==> src/rtl/serial_subtractor_if.sv <==
// -----------------------------------------------------------------------------
// serial_subtractor_if
// Handshake and operand/result bundle for the bit-serial subtractor.
//   master : drives start, a, b; observes busy, done, diff, bout (and ovf)
//   slave  : the subtractor side of the same signals
// Optional feature macro: SERIAL_SUB_OVF_EN adds the signed-overflow flag ovf.
// -----------------------------------------------------------------------------
interface serial_subtractor_if #(
   parameter int WIDTH = 8
);
   logic             start;
   logic [WIDTH-1:0] a;
   logic [WIDTH-1:0] b;
   logic             busy;
   logic             done;
   logic [WIDTH-1:0] diff;
   logic             bout;
`ifdef SERIAL_SUB_OVF_EN
   logic             ovf;

   modport master (output start, a, b, input busy, done, diff, bout, ovf);
   modport slave  (input start, a, b, output busy, done, diff, bout, ovf);
`else
   modport master (output start, a, b, input busy, done, diff, bout);
   modport slave  (input start, a, b, output busy, done, diff, bout);
`endif
endinterface

==> src/rtl/serial_subtractor.sv <==
// -----------------------------------------------------------------------------
// serial_subtractor
// Bit-serial a - b on WIDTH-bit unsigned operands, one bit per clock, LSB first.
// A single difference/borrow cell is iterated WIDTH times behind a start/done
// handshake; the result appears WIDTH cycles after the accepting edge.
//
// Ports:
//   clk    : clock, rising edge
//   rst_n  : asynchronous active-low reset, clears all state
//   bus    : serial_subtractor_if.slave
//            start (in)  request, sampled only in IDLE or DONE
//            a, b  (in)  minuend / subtrahend, captured on the accepting edge
//            busy  (out) high while shifting
//            done  (out) one-cycle pulse when diff/bout are updated
//            diff  (out) a - b mod 2^WIDTH, held until the next result
//            bout  (out) final borrow, 1 iff a < b
//            ovf   (out) signed overflow, only with SERIAL_SUB_OVF_EN
//
// Optional feature macro: SERIAL_SUB_OVF_EN (signed overflow flag).
// -----------------------------------------------------------------------------
module serial_subtractor #(
   parameter int WIDTH = 8
) (
   input logic                clk,
   input logic                rst_n,
   serial_subtractor_if.slave bus
);

   localparam int CW = $clog2(WIDTH);

   typedef enum logic [1:0] {
      IDLE,
      SHIFT,
      DONE
   } state_t;

   state_t           state;
   logic [WIDTH-1:0] ra;
   logic [WIDTH-1:0] rb;
   logic [WIDTH-1:0] rr;
   logic             br;
   logic [CW-1:0]    cnt;
`ifdef SERIAL_SUB_OVF_EN
   logic             sa;
   logic             sb;
`endif

   // One full-subtractor cell acting on the current LSBs plus the borrow.
   logic             d;
   logic             br_next;
   logic [WIDTH-1:0] rr_next;

   always_comb begin
      d       = ra[0] ^ rb[0] ^ br;
      br_next = (~ra[0] & rb[0]) | (~(ra[0] ^ rb[0]) & br);
      // Difference bits enter at the MSB, so after WIDTH shifts bit 0 sits
      // at rr[0].
      rr_next = {d, rr[WIDTH-1:1]};
   end

   // NOTE: state is updated with non-blocking assignments so every register
   // samples the pre-edge values; the async reset clears the small operand
   // and result registers too, since a discarded operation must leave no trace.
   always_ff @(posedge clk or negedge rst_n) begin
      if (!rst_n) begin
         state    <= IDLE;
         ra       <= '0;
         rb       <= '0;
         rr       <= '0;
         br       <= 1'b0;
         cnt      <= '0;
         bus.busy <= 1'b0;
         bus.done <= 1'b0;
         bus.diff <= '0;
         bus.bout <= 1'b0;
`ifdef SERIAL_SUB_OVF_EN
         sa       <= 1'b0;
         sb       <= 1'b0;
         bus.ovf  <= 1'b0;
`endif
      end else begin
         bus.done <= 1'b0;
         case (state)
            IDLE, DONE: begin
               if (bus.start) begin
                  ra       <= bus.a;
                  rb       <= bus.b;
                  br       <= 1'b0;
                  cnt      <= '0;
                  bus.busy <= 1'b1;
                  state    <= SHIFT;
`ifdef SERIAL_SUB_OVF_EN
                  sa       <= bus.a[WIDTH-1];
                  sb       <= bus.b[WIDTH-1];
`endif
               end else if (state == DONE) begin
                  state <= IDLE;
               end
            end

            SHIFT: begin
               br  <= br_next;
               rr  <= rr_next;
               ra  <= ra >> 1;
               rb  <= rb >> 1;
               cnt <= cnt + 1'b1;
               // Last bit: publish this cycle's complete result directly.
               if (cnt == CW'(WIDTH - 1)) begin
                  bus.diff <= rr_next;
                  bus.bout <= br_next;
                  bus.done <= 1'b1;
                  bus.busy <= 1'b0;
                  state    <= DONE;
`ifdef SERIAL_SUB_OVF_EN
                  // Overflow only when operand signs differ and the result
                  // sign disagrees with the minuend.
                  bus.ovf  <= (sa ^ sb) & (sa ^ rr_next[WIDTH-1]);
`endif
               end
            end

            default: state <= IDLE;
         endcase
      end
   end

endmodule

==> src/flat_wrapper.sv <==
// flat-port wrapper written by rule: the top's interface ports become plain ports
module serial_subtractor_flat 
#(
   parameter int WIDTH = 8
)
  (clk, rst_n, bus_start, bus_a, bus_b, bus_busy, bus_done, bus_diff, bus_bout);
  serial_subtractor_if #(.WIDTH(WIDTH)) bus_i ();
  input logic clk;
  input logic rst_n;
  input wire logic [$bits(bus_i.start)-1:0] bus_start;
  input wire logic [$bits(bus_i.a)-1:0] bus_a;
  input wire logic [$bits(bus_i.b)-1:0] bus_b;
  output wire logic [$bits(bus_i.busy)-1:0] bus_busy;
  output wire logic [$bits(bus_i.done)-1:0] bus_done;
  output wire logic [$bits(bus_i.diff)-1:0] bus_diff;
  output wire logic [$bits(bus_i.bout)-1:0] bus_bout;
  assign bus_i.start = bus_start;
  assign bus_i.a = bus_a;
  assign bus_i.b = bus_b;
  assign bus_busy = bus_i.busy;
  assign bus_done = bus_i.done;
  assign bus_diff = bus_i.diff;
  assign bus_bout = bus_i.bout;
  serial_subtractor #(.WIDTH(WIDTH)) u_core (.clk(clk), .rst_n(rst_n), .bus(bus_i));
endmodule
==> config.mk <==
export PLATFORM = sky130hd
export DESIGN_NAME = serial_subtractor_flat
export DESIGN_NICKNAME = d
export VERILOG_FILES = /design/src/rtl/serial_subtractor_if.sv /design/src/rtl/serial_subtractor.sv /design/src/flat_wrapper.sv
export SDC_FILE = /design/constraint.sdc
export NUM_CORES = 1
export LEC_CHECK = 0
export CAP_MARGIN = 10
export CORE_UTILIZATION = 52
export CTS_CLUSTER_SIZE = 14
export DETAILED_ROUTE_END_ITERATION = 6
export PLACE_DENSITY = 0.78
export SLEW_MARGIN = 20
export SYNTH_ARGS = -nofsm -noshare
export SYNTH_HDL_FRONTEND = slang
export SYNTH_SLANG_ARGS = --single-unit
==> constraint.sdc <==
create_clock -name clk -period 2 [get_ports clk]
set_input_delay 0.3 -clock clk [delete_from_list [all_inputs] [get_ports clk]]
set_output_delay 0.3 -clock clk [all_outputs]
set_load 0.1 [all_outputs]
== After elaboration in Yosys (flattened, before gate mapping) ==
Cells that the tools add are included.

* Register bits after elaboration: 41
* Bits in latches: 0
* RAM bits: 0
* Bits in read-only memories: 0
* Bits of input ports: 19
* Output and inout bits: 11
* Logic and storage cells: 48
* Memories kept: 0

* Add/subtract/negate cells: 1
* Multiply operators: 0
* Div/mod/pow operators: 0
* $lt $le $gt $ge: 0
* Equal/unequal tests: 6
* Shift-type cells: 0
* Muxes and demuxes: 17
* Bitwise gates (word level): 7
* Reductions and logical operators: 7

{| class="wikitable"
|+ Operators by type and width
! operator !! number
|-
| $pmux W8 S2 || 2
|-
| $mux W8 || 2
|-
| $mux W2 || 3
|-
| $pmux W3 S2 || 1
|-
| $reduce_and A2 Y1 || 3
|-
| $mux W1 || 5
|-
| $pmux W1 S2 || 2
|-
| $pmux W2 S2 || 1
|-
| $add A3 B1 Y3 const B || 1
|-
| $eq A3 B3 Y1 const B || 1
|-
| $mux W3 || 1
|-
| $ne A3 B2 Y1 const B || 1
|-
| $reduce_and A3 Y1 || 1
|-
| $and A1 B1 Y1 || 2
|-
| $eq A2 B1 Y1 const B || 1
|-
| $eq A2 B2 Y1 const B || 1
|-
| $logic_not A2 Y1 || 1
|-
| $ne A2 B1 Y1 const B || 1
|-
| $ne A2 B2 Y1 const B || 1
|-
| $not A1 Y1 || 2
|-
| $reduce_bool A2 Y1 || 1
|-
| $reduce_or A2 Y1 || 1
|-
| $xor A1 B1 Y1 || 2
|-
| $or A1 B1 Y1 || 1
|}

== Longest topological paths before layout ==
* Depth in word-level cells: 5
* Gate-level depth with buffers: 6
* Gate-level depth less buffers: 5

== Worst setup path before layout ==
Ideal clock, no wire load.

* Kind: register to register
* Start: register u_core.cnt[0]
* End: register u_core.bus.diff[2]
* Library setup time: 0.128 ns
* Arrival: 1.388 ns
* Required time: 1.872 ns
* Path slack: 0.484 ns
* Stages on the path, launching flop included: 6
* Path buffers: 1
* Period minus slack after synthesis: 1.516 ns
* Cells stage by stage: dfrtp_1 > ha_1 > ha_1 > nand3b_4 > buf_2 > mux2_1

* Cells in the longest elaborated chain, start to end: 2

{| class="wikitable"
|+ Ends and longest elaborated chain
! element !! line !! text
|-
| start, declared || serial_subtractor.sv:42 || <nowiki>logic [CW-1:0] cnt;</nowiki>
|-
| start signal, assigned || serial_subtractor.sv:106 || <nowiki>cnt <= cnt + 1'b1;</nowiki>
|-
| $eq A3 B3 Y1 || serial_subtractor.sv:108 || <nowiki>if (cnt == CW'(WIDTH - 1)) begin</nowiki>
|-
| $reduce_and A2 Y1 (no line) || -- ||
|-
| end signal, assigned || serial_subtractor.sv:109 || <nowiki>bus.diff <= rr_next;</nowiki>
|-
| end, declared || serial_subtractor_if.sv:25 || <nowiki>modport slave (input start, a, b, output busy, done, diff, bout);</nowiki>
|}

Every way passes these cells.
A chain may end at the register's enable or synchronous reset.

== Worst setup path in the final report ==
* Start: register u_core.state[1]
* End: register u_core.ra[5]

* Cells in the longest elaborated chain, start to end: 4
* Elaborated cells on any way between the ends: 8
* Classes of those cells: eq/ne: 3; mux: 1; reduce/logical: 4

{| class="wikitable"
|+ Ends and longest elaborated chain
! element !! line !! text
|-
| start, declared || serial_subtractor.sv:37 || <nowiki>state_t state;</nowiki>
|-
| start signal, assigned || serial_subtractor.sv:66 || <nowiki>state <= IDLE;</nowiki>
|-
| start signal, assigned || serial_subtractor.sv:91 || <nowiki>state <= SHIFT;</nowiki>
|-
| start signal, assigned || serial_subtractor.sv:97 || <nowiki>state <= IDLE;</nowiki>
|-
| $eq A2 B2 Y1 / $logic_not A2 Y1 (equally long branches) || serial_subtractor.sv:83 || <nowiki>case (state)</nowiki>
|-
| $reduce_or A2 Y1 || serial_subtractor.sv:83 ||
|-
| $ne A2 B2 Y1 (no line) / $reduce_bool A2 Y1 (equally long branches) || -- ||
|-
| $reduce_and A2 Y1 (no line) || -- ||
|-
| end signal, assigned || serial_subtractor.sv:86 || <nowiki>ra <= bus.a;</nowiki>
|-
| end signal, assigned || serial_subtractor.sv:104 || <nowiki>ra <= ra >> 1;</nowiki>
|-
| end, declared || serial_subtractor.sv:38 || <nowiki>logic [WIDTH-1:0] ra;</nowiki>
|}

Several ways; a longest one is shown, not always the timed one.

==> flow_summary_export.csv <==
group,metric,value,unit
sta,setup-violations-final,0,
synthesis,ys_top_cells_by_count,"dfrtp_1, inv_1, mux2_1, o22ai_1, a21oi_2",
floorplan,die_w,60.33,um
global_route,grt_max_degree,28,
synthesis,synth_top_area_share,56.58,%
sta,drv_slew,0,
synthesis,avgSynthCellArea,12.37,um2
layout,nFillCells,242,
clock_network,cts.sinks,40,
synthesis,syn-cell-area,0.001769,mm2
synthesis,synth_area_leader_cell,"dfrtp_1",
clock_network,cts_buffer_depth,2,
layout,nets,198,
sta,grt_setup_unrepaired,"false",
floorplan,fp.dieArea,0.003640,mm2
synthesis,netlist_instances,143,
global_route,grt.busiest_layer,"met2",
global_route,grt_pass1_vias,1105,
route,drc,0,
synthesis,ys_seq_elements,40,
global_route,grt_usage,19.64,%
route,ant_nets,0,
setup_path,crit_arrival,1.88,ns
route,viasPerCell,5.163,
place,dp_hpwl,2141,um
clock_network,cts-buffers-inserted,5,
floorplan,num_rows,20,
sta,period_needed,1.646,ns
route,wl_per_cell,13.41,um
route,drtIter0Drc,41,
floorplan,num_io_pins,30,
synthesis,synth_area_leaders,"dfrtp_1, mux2_1, a21oi_2",
sta,worst_slew_pin_slew,0.5787,ns
clock_network,post_cts_resized,0,
synthesis,synth-edff-count,0,
sta,max_freq,607.7,MHz
sta,finalHoldViolCount,0,
synthesis,yosysSeqAreaShare,56.58,%
floorplan,initial_core_util,56.56,%
clock_network,clock_latency,0.35,ns
hold_path,hold_class,"in2async",
global_route,grt_util_met3,5.757,%
global_route,grt_use_met1,26.59,%
place,place_area,0.002049,mm2
setup_path,crit_slowest_cell,"dfrtp_1",
global_route,grt_pass1_wl,5009,um
status,status,"finished clean",
global_route,groute.layer.met2.usage,28.89,%
synthesis,synth_top_flop_cell,"dfrtp_1",
setup_path,r2r-start,"u_core.state[1]$_DFFE_PN0P_",
clock_network,tritoncts,"built",
clock_network,clk_pin_slew_worst_paths,0.12,ns
sta,tns,0,ns
clock_network,cts_root_buf,"clkbuf_4",
synthesis,yosysWarnings,0,
setup_path,startpoint_type,"register",
route,wl,2963,um
place,globalplace.congestion,0.7606,
place,io_buffers,29,
setup_path,cpPeakStageDelay,0.58,ns
global_route,antenna_found_initial,0,
route,num_vias,1141,
floorplan,core_area,0.003128,mm2
synthesis,yosysUniqueCellTypes,25,
synthesis,synth_most_common_cell,"dfrtp_1",
sta,finalCritPeriodShare,82.28,%
layout,diodes,0,
setup_path,critPathLaunch,"u_core.state[1]$_DFFE_PN0P_",
layout,multi_input_area,634.4,um2
setup_path,cp-end-kind,"register",
setup_path,critical_path_class,"reg2reg",
job,drv_cap,0,
sta,max_slew_margin,61.42,%
layout,drive_gt1_share,24.86,%
synthesis,synthArstFlopShare,100.0,%
setup_path,worstPathCellList,"nand2b_2 -> and2_4 -> a21oi_2",
clock_network,htreeDepth,2,
setup_path,worstPathMaxFanout,23,
layout,syn_to_final_growth,21.78,%
sta,skew,0.01257,ns
floorplan,die_h,60.33,um
layout,stdcell_area,0.002155,mm2
setup_path,required,2.24,ns
route,first_pass_iters,4,
synthesis,syn-num-nets,165,
layout,seq_area,0.001001,mm2
global_route,overflow,0,
==> what timing repair did <==
item	in CTS	in global routing
hold buffers	1	0
buffers inserted	0	0
endpoints found under the hold margin	25	0
==> routing by layer <==
layer	up-vias	share of wire (%)
met5	-	0
met1	549	48
met3	6	4.8
met4	0	2.0
met2	25	45
li1	561	-
==> cells in the final DEF (no fill, tap or decap), drive strengths merged, types with 4 or more instances in the layout <==
cell type,instances
a21oi,15
mux2i,4
buf,17
inv,17
clkbuf,7
clkdlybuf4s50,17
mux2,17
o21ai,7
dfrtp,40
o22ai,11
==> logic make-up after synthesis <==
kind of cell / Yosys count / share of synthesized area, %
AOI/OAI and AO/OA: 39 / 14.99
and+or+nand+nor: 14 / 5.234
muxes: 21 / 13.08
adders and majority gates: 3 / 2.546
buffers and inverters: 26 / 7.567
DFF: 40 / 56.58
==> stage by stage <==
stage | setup WS (ns) | std cells | hold slack (ns) | util (%)
finish | 0.3544 | 221 | 0.4583 | 68.88
global route | 0.2375 | 221 | 0.4934 | 68.88
CTS | 0.3199 | 221 | 0.4756 | 68.88
detailed placement | 0.3443 | 212 | 0.3344 | 65.52
global placement | 0.4035 | 212 | 0.3272 | 65.52
floorplan | 0.4836 | 143 | 0.004409 | -
==> worst paths after layout <==
path	endpoint	slack, ns	cells past startpoint
hold reg to reg	u_core.bus.bout$_DFFE_PN0P_	0.49	2
min in group clk	u_core.bus.bout$_DFFE_PN0P_	0.49	2
hold / removal	u_core.ra[7]$_DFFE_PN0P_	0.46	2
setup reg to reg	u_core.ra[5]$_DFFE_PN0P_	0.35	3
setup / recovery	u_core.ra[5]$_DFFE_PN0P_	0.35	3
max in group asynchronous	u_core.bus.diff[5]$_DFFE_PN0P_	1.00	3
==> final cells by class <==
cell class / count / area share (%)
clock inverter: 1 / 1.394
multi-input combinational: 77 / 29.44
tap: 44 / 2.555
clock buffer: 7 / 3.020
inverter: 17 / 2.962
timing repair buffer: 35 / 14.17
sequential: 40 / 46.46
==> registers in the layout (all words and copies together), names as in the netlist <==
name	flops
u_core.bus.bout	1
u_core.state	2
u_core.bus.busy	1
u_core.br	1
u_core.bus.diff	8
u_core.rr	7
u_core.bus.done	1
u_core.rb	8
u_core.cnt	3
u_core.ra	8
==> critical path, delay by kind of cell (launching register included) <==
| family | cells | cell delay, ns |
|---|---|---|
| DFF | 1 | 0.58 |
| and+or+nand+nor | 2 | 0.86 |
| AOI/OAI and AO/OA | 1 | 0.08 |
Power is not shown: default switching activity piles up to over one toggle a cycle in this logic, so the estimate is an artifact.
